--- src/rtl/ysyx_25030085_mem_arbiter.sv ---
// Shares one memory port between instruction fetch (read-only) and load/store (read/write).
// One outstanding transaction; LSU has fixed priority; a response timeout forces an error reply.
module ysyx_25030085_mem_arbiter #(
    parameter int unsigned TIMEOUT = 255,
    parameter int unsigned CNT_W   = 8
) (
    input  logic        clk,
    input  logic        rst,

    input  logic        ifu_req_valid,
    output logic        ifu_req_ready,
    input  logic [31:0] ifu_addr,
    output logic        ifu_rsp_valid,
    output logic [31:0] ifu_rdata,
    output logic        ifu_rsp_err,

    input  logic        lsu_req_valid,
    output logic        lsu_req_ready,
    input  logic [31:0] lsu_addr,
    input  logic        lsu_wen,
    input  logic [31:0] lsu_wdata,
    input  logic [3:0]  lsu_wmask,
    output logic        lsu_rsp_valid,
    output logic [31:0] lsu_rdata,
    output logic        lsu_rsp_err,

    output logic        mem_req_valid,
    input  logic        mem_req_ready,
    output logic [31:0] mem_addr,
    output logic        mem_wen,
    output logic [31:0] mem_wdata,
    output logic [3:0]  mem_wmask,
    input  logic        mem_rsp_valid,
    input  logic [31:0] mem_rdata,
    input  logic        mem_rsp_err
);

    typedef enum logic [1:0] {
        StIdle,
        StWaitIfu,
        StWaitLsu
    } state_e;

    state_e           state_q, state_d;
    logic [CNT_W-1:0] cnt_q, cnt_d;

    logic             any_req;
    logic             timeout_hit;
    logic             rsp_fire;
    logic [31:0]      rsp_data;
    logic             rsp_err;

    assign any_req     = ifu_req_valid | lsu_req_valid;
    assign timeout_hit = (cnt_q == CNT_W'(TIMEOUT - 1));

    // A real response takes precedence over a coincident timeout.
    assign rsp_fire = mem_rsp_valid | timeout_hit;
    assign rsp_data = mem_rsp_valid ? mem_rdata : 32'd0;
    assign rsp_err  = mem_rsp_valid ? mem_rsp_err : 1'b1;

    always_ff @(posedge clk) begin
        if (rst) begin
            state_q <= StIdle;
            cnt_q   <= '0;
        end else begin
            state_q <= state_d;
            cnt_q   <= cnt_d;
        end
    end

    always_comb begin
        state_d       = state_q;
        cnt_d         = cnt_q;
        mem_req_valid = 1'b0;
        mem_addr      = 32'd0;
        mem_wen       = 1'b0;
        mem_wdata     = 32'd0;
        mem_wmask     = 4'd0;
        ifu_req_ready = 1'b0;
        lsu_req_ready = 1'b0;
        ifu_rsp_valid = 1'b0;
        ifu_rdata     = 32'd0;
        ifu_rsp_err   = 1'b0;
        lsu_rsp_valid = 1'b0;
        lsu_rdata     = 32'd0;
        lsu_rsp_err   = 1'b0;

        if (!rst) begin
            unique case (state_q)
                StIdle: begin
                    // Late or stray memory responses are ignored here.
                    mem_req_valid = any_req;
                    if (lsu_req_valid) begin
                        mem_addr      = lsu_addr;
                        mem_wen       = lsu_wen;
                        mem_wdata     = lsu_wdata;
                        mem_wmask     = lsu_wmask;
                        lsu_req_ready = mem_req_ready;
                    end else if (ifu_req_valid) begin
                        mem_addr      = ifu_addr;
                        ifu_req_ready = mem_req_ready;
                    end
                    if (any_req && mem_req_ready) begin
                        state_d = lsu_req_valid ? StWaitLsu : StWaitIfu;
                        cnt_d   = '0;
                    end
                end
                StWaitIfu: begin
                    if (rsp_fire) begin
                        ifu_rsp_valid = 1'b1;
                        ifu_rdata     = rsp_data;
                        ifu_rsp_err   = rsp_err;
                        state_d       = StIdle;
                    end else begin
                        cnt_d = cnt_q + CNT_W'(1);
                    end
                end
                StWaitLsu: begin
                    if (rsp_fire) begin
                        lsu_rsp_valid = 1'b1;
                        lsu_rdata     = rsp_data;
                        lsu_rsp_err   = rsp_err;
                        state_d       = StIdle;
                    end else begin
                        cnt_d = cnt_q + CNT_W'(1);
                    end
                end
                default: begin
                    state_d = StIdle;
                    cnt_d   = '0;
                end
            endcase
        end
    end

endmodule
--- config.mk ---
export PLATFORM = sky130hd
export DESIGN_NAME = ysyx_25030085_mem_arbiter
export DESIGN_NICKNAME = d
export VERILOG_FILES = /design/src/rtl/ysyx_25030085_mem_arbiter.sv
export SDC_FILE = /design/constraint.sdc
export NUM_CORES = 1
export LEC_CHECK = 0
export ABC_AREA = 1
export CORE_AREA = 5 5 106 108
export DETAILED_ROUTE_END_ITERATION = 12
export DIE_AREA = 0 0 111 113
export MAX_ROUTING_LAYER = met4
export PLACE_DENSITY_LB_ADDON = 0.15
export SETUP_SLACK_MARGIN = 0.05
export SYNTH_ARGS = -nofsm -noshare
export SYNTH_HDL_FRONTEND = slang
export SYNTH_SLANG_ARGS = --single-unit
--- constraint.sdc ---
create_clock -name clk -period 2.85 [get_ports clk]
set_input_delay 0.855 -clock clk [delete_from_list [all_inputs] [get_ports clk]]
set_output_delay 0.855 -clock clk [all_outputs]
set_load 0.02 [all_outputs]
==> results.md <==
Outcome:
- The run finished with clean final reports.

Critical path:
- Walking the worst path, the cells encountered are dlygate4sd2_1 -> clkinv_4 -> nand2_4 -> buf_4 -> nor2_1 -> dlygate4sd2_1.
- The worst setup path is captured at an output pin.
- The worst setup path is launched from an input port.
- The type of the worst setup path is in -> out.
- At the worst endpoint, the required time is 2.00 ns.
- The most repeated library cell on the critical path is dlygate4sd2_1.
- The slowest cell on the critical path is dlygate4sd2_1.
- The worst endpoint data arrival time is 1.91 ns.
- Of all nets on the critical path, the largest fanout is 7.
- On the worst path, the slowest cell contributes a delay of 0.36 ns.

GRT:
- The first global-routing pass estimated 18,300 µm of wire.
- The number of global-route vias before repair is 3,659.
- The initial antenna violation count is 0.
- The maximum number of pins on one net before global-route repair is 39.
- Across every metal layer, demand over resource in global routing totals 18.3%.
- Global routing finished with a remaining overflow of 0.

Final layout:
- Of the cells placed in the final design, the portion with a size suffix greater than 1 is 16.8%.
- The area growth from synthesis to layout is 155%.
- The post-route cell area is 4860 µm².
- 0 antenna diodes ended up in the layout.
- The layout net count is 807.

Synthesis:
- The flip-flop and latch count after synthesis is 10.
- By area the synthesized netlist is led by nor2_1 29%, nand2_1 20%, a32oi_1 15%.
- After synthesis the cells add up to 1900 µm².
- Sorting the synthesized cells by how often they occur yields 148 x nor2_1, 101 x nand2_1, 32 x a32oi_1.
- For this run, the leading register cell type out of synthesis is dfxtp_1.
- Counting every net in the synthesized netlist gives 528.
- The post-synthesis sequential area ratio is 10.5%.
- The cell type with the largest total area after synthesis is nor2_1.
- Among all cell types in the netlist, the one instantiated most often is nor2_1.
- The total of warnings raised by yosys is 0.
- Counting every instance in the synthesized netlist gives 383.
- Yosys mapped a number of flops with a built-in enable equal to 0.
- The number of distinct library cells after synthesis is 23.
- The mean area per synthesized cell is 4.97 µm².
- For this run, asynchronously set or reset flops after synthesis account for 0%.
- The area fraction of the dominant cell type after synthesis is 29.2%.

Clock tree:
- Buffers inserted during clock tree synthesis total 3.
- Clock latency on the worst-skew pair, taken at its later pin, is 0.24 ns.
- Clock-pin slew was measured on the worst setup and hold paths at 0.05 ns.
- CTS placed an instance of clkbuf_8 at the clock tree root.
- The clock tree from TritonCTS is yes.
- The number of H-tree branching levels is 1.
- The longest clock path from root to sink contains 2 buffers.
- The number of setup buffers added after CTS is 0.
- CTS saw 10 sinks.

STA:
- Setup violations remaining at the end of the flow were counted as 0.
- The maximum frequency from static timing analysis is 0.362 GHz.
- The number of pins exceeding their max-slew limit in the final report is 0.
- The relative max-transition margin is 81.0%.
- The slew at the pin closest to its max-slew limit is 0.283 ns.
- Dividing the final minimum period by the clock period gives 97.0%.
- The maximum clock skew at final layout is 0.00267 ns.
- The time the worst path needs with I/O delays and setup is 2.76 ns.
- Setup repair after global routing could not meet its margin everywhere.
- The final-report hold violation count came to 0.

Pwr:
- The worst vdd rail ir drop is 0.147 mV.
- Total power for the finished layout comes to 1.23 mW.
- The clock network is responsible for 14.4% of the overall power.
- The static leakage is 2.39 nW.
- The sequential group share of total power is 13.3%.
- Net switching is 42.5% of the power.
- Internal power comes to 0.708 mW.
- The combinational share of power is 72.3%.
- Summed over all nets, the switching power comes to 0.524 mW.
- Power spread over the standard cell area amounts to 253 nW/µm².

Floorplanning:
- In this run the count of I/O pins placed on the die edge is 280.
- Measured along the x axis, the die boundary spans 111 µm.
- For this configuration, the core starts out at a cell density of 18.8%.
- Measured along the y axis, the die boundary spans 113 µm.
- The standard cell core area is 10,100 µm².
- The die covers 12,500 µm².
- After floorplanning, the core was divided into 37 placement rows.

Route:
- The routed via count divided by cell count is 4.53.
- The number of DRC violations after detailed-routing iteration 0 is 252.
- The via count of the routed design is 3,609.
- The routed wirelength normalized by instance count is 15.4 µm.
- The first detailed-routing pass took 4 iterations.
- After detailed routing, the total wire length is 12,300 µm.
- In the routed design, unresolved DRC markers number 0.
- Once detail routing completed, the nets flagged for antenna violations numbered 0.

Placed design:
- The area of placed instances is 4990 µm².
- The number of port buffers is 279.
- The weighted congestion reported at the end of routability-driven placement is 0.869.
- The half-perimeter wire length of the detailed placement result is 10,400 µm.

Job:
- Across the run, the number of max-cap violations was 0.

Min path:
- The min-delay analysis places its worst path in the category reg -> reg.
[critical path: cells and delay by family]
family,cells,cell delay [ns]
and+or+nand+nor,2,0.15
buffers and inverters,4,0.90
[sequential cells by signal, summed over array words and instances (netlist names)]
name and count:
cnt_q 8, state_q 2
[layer usage]
layer | track usage, % | vias to the layer above | routed length, µm
met5 | - | - | 0
met4 | 4.52 | 0 | 253
met3 | 4.12 | 16 | 1100
met2 | 35.3 | 210 | 6420
met1 | 18.7 | 1592 | 4520
li1 | - | 1791 | -
[through the flow]
stage / worst slack (ns) / setup TNS, ns / hold slack [ns] / utilization, % / cells
final: 0.0868 / 0 / 0.492 / 47.9 / 797
after global routing: 0.0361 / 0 / 0.509 / 47.9 / 797
after CTS: 0.0516 / 0 / 0.495 / 50.0 / 797
after detailed placement: -0.606 / -73.71 / 0.487 / 49.3 / 791
after global placement: -0.621 / -73.27 / 0.468 / 49.3 / 791
after floorplan: 0.217 / 0 / 0.456 / - / 383
[logic make-up (layout without fill, tap and decap cells)]
kind of cell	Yosys count	after routing	synth area share [%]
fa+ha+maj	5	5	3.29
buf+inv	51	329	11.5
flops	10	10	10.5
simple gates	270	270	55.3
compound gates	47	47	19.4
[final cells by class]
| type | count | area, µm² |
|---|---|---|
| Inverter | 18 | 72.6 |
| Multi-Input combinational cell | 322 | 1520 |
| Sequential cell | 10 | 200 |
| Clock buffer | 4 | 55.1 |
| Fill cell | 1099 | 5280 |
| Tap cell | 136 | 170 |
| Timing Repair Buffer | 307 | 2850 |
[placed cells by master, fill, tap and decap left out, types with 2 or more instances in the layout]
cell / count
nand2_1: 98
nand3_1: 10
nand2_4: 4
dlygate4sd2_1: 60
clkbuf_2: 11
inv_1: 15
buf_12: 7
clkbuf_8: 4
nor3_1: 4
a21oi_1: 11
buf_4: 16
nor2_1: 148
buf_2: 40
clkdlybuf4s50_1: 135
dfxtp_1: 10
ha_1: 5
bufbuf_16: 2
clkdlybuf4s15_2: 13
inv_2: 2
o21ai_0: 2
a32oi_1: 32
clkdlybuf4s15_1: 17
buf_6: 5
[timing repair]
item,in CTS,in global routing
hold buffers,0,0
cloned,2,0
gates resized for setup,283,70
hold endpoints to repair,0,0
setup endpoints to repair,140,110
pin swaps,2,0
[worst paths after layout]
path                                endpoint  slack, ns        from  cells past startpoint
worst max-delay path            lsu_rdata[4]       0.09         rst                      6
worst min register to register    state_q[1]       0.49  state_q[1]                      2
worst max register to register      cnt_q[5]       1.26    cnt_q[0]                     11
worst min-delay path              state_q[1]       0.49  state_q[1]                      2
[power groups by stage]
stage | Clock, mW | Combinational (mW) | Sequential (mW)
finish | 0.178 | 0.890 | 0.164
global route | 0.189 | 0.960 | 0.165
global placement | 0 | 0.914 | 0.165
floorplan | 0 | 0.419 | 0.163
detailed placement | 0 | 0.922 | 0.166
CTS | 0.185 | 0.919 | 0.163
Power figures use the tool's default switching activity.
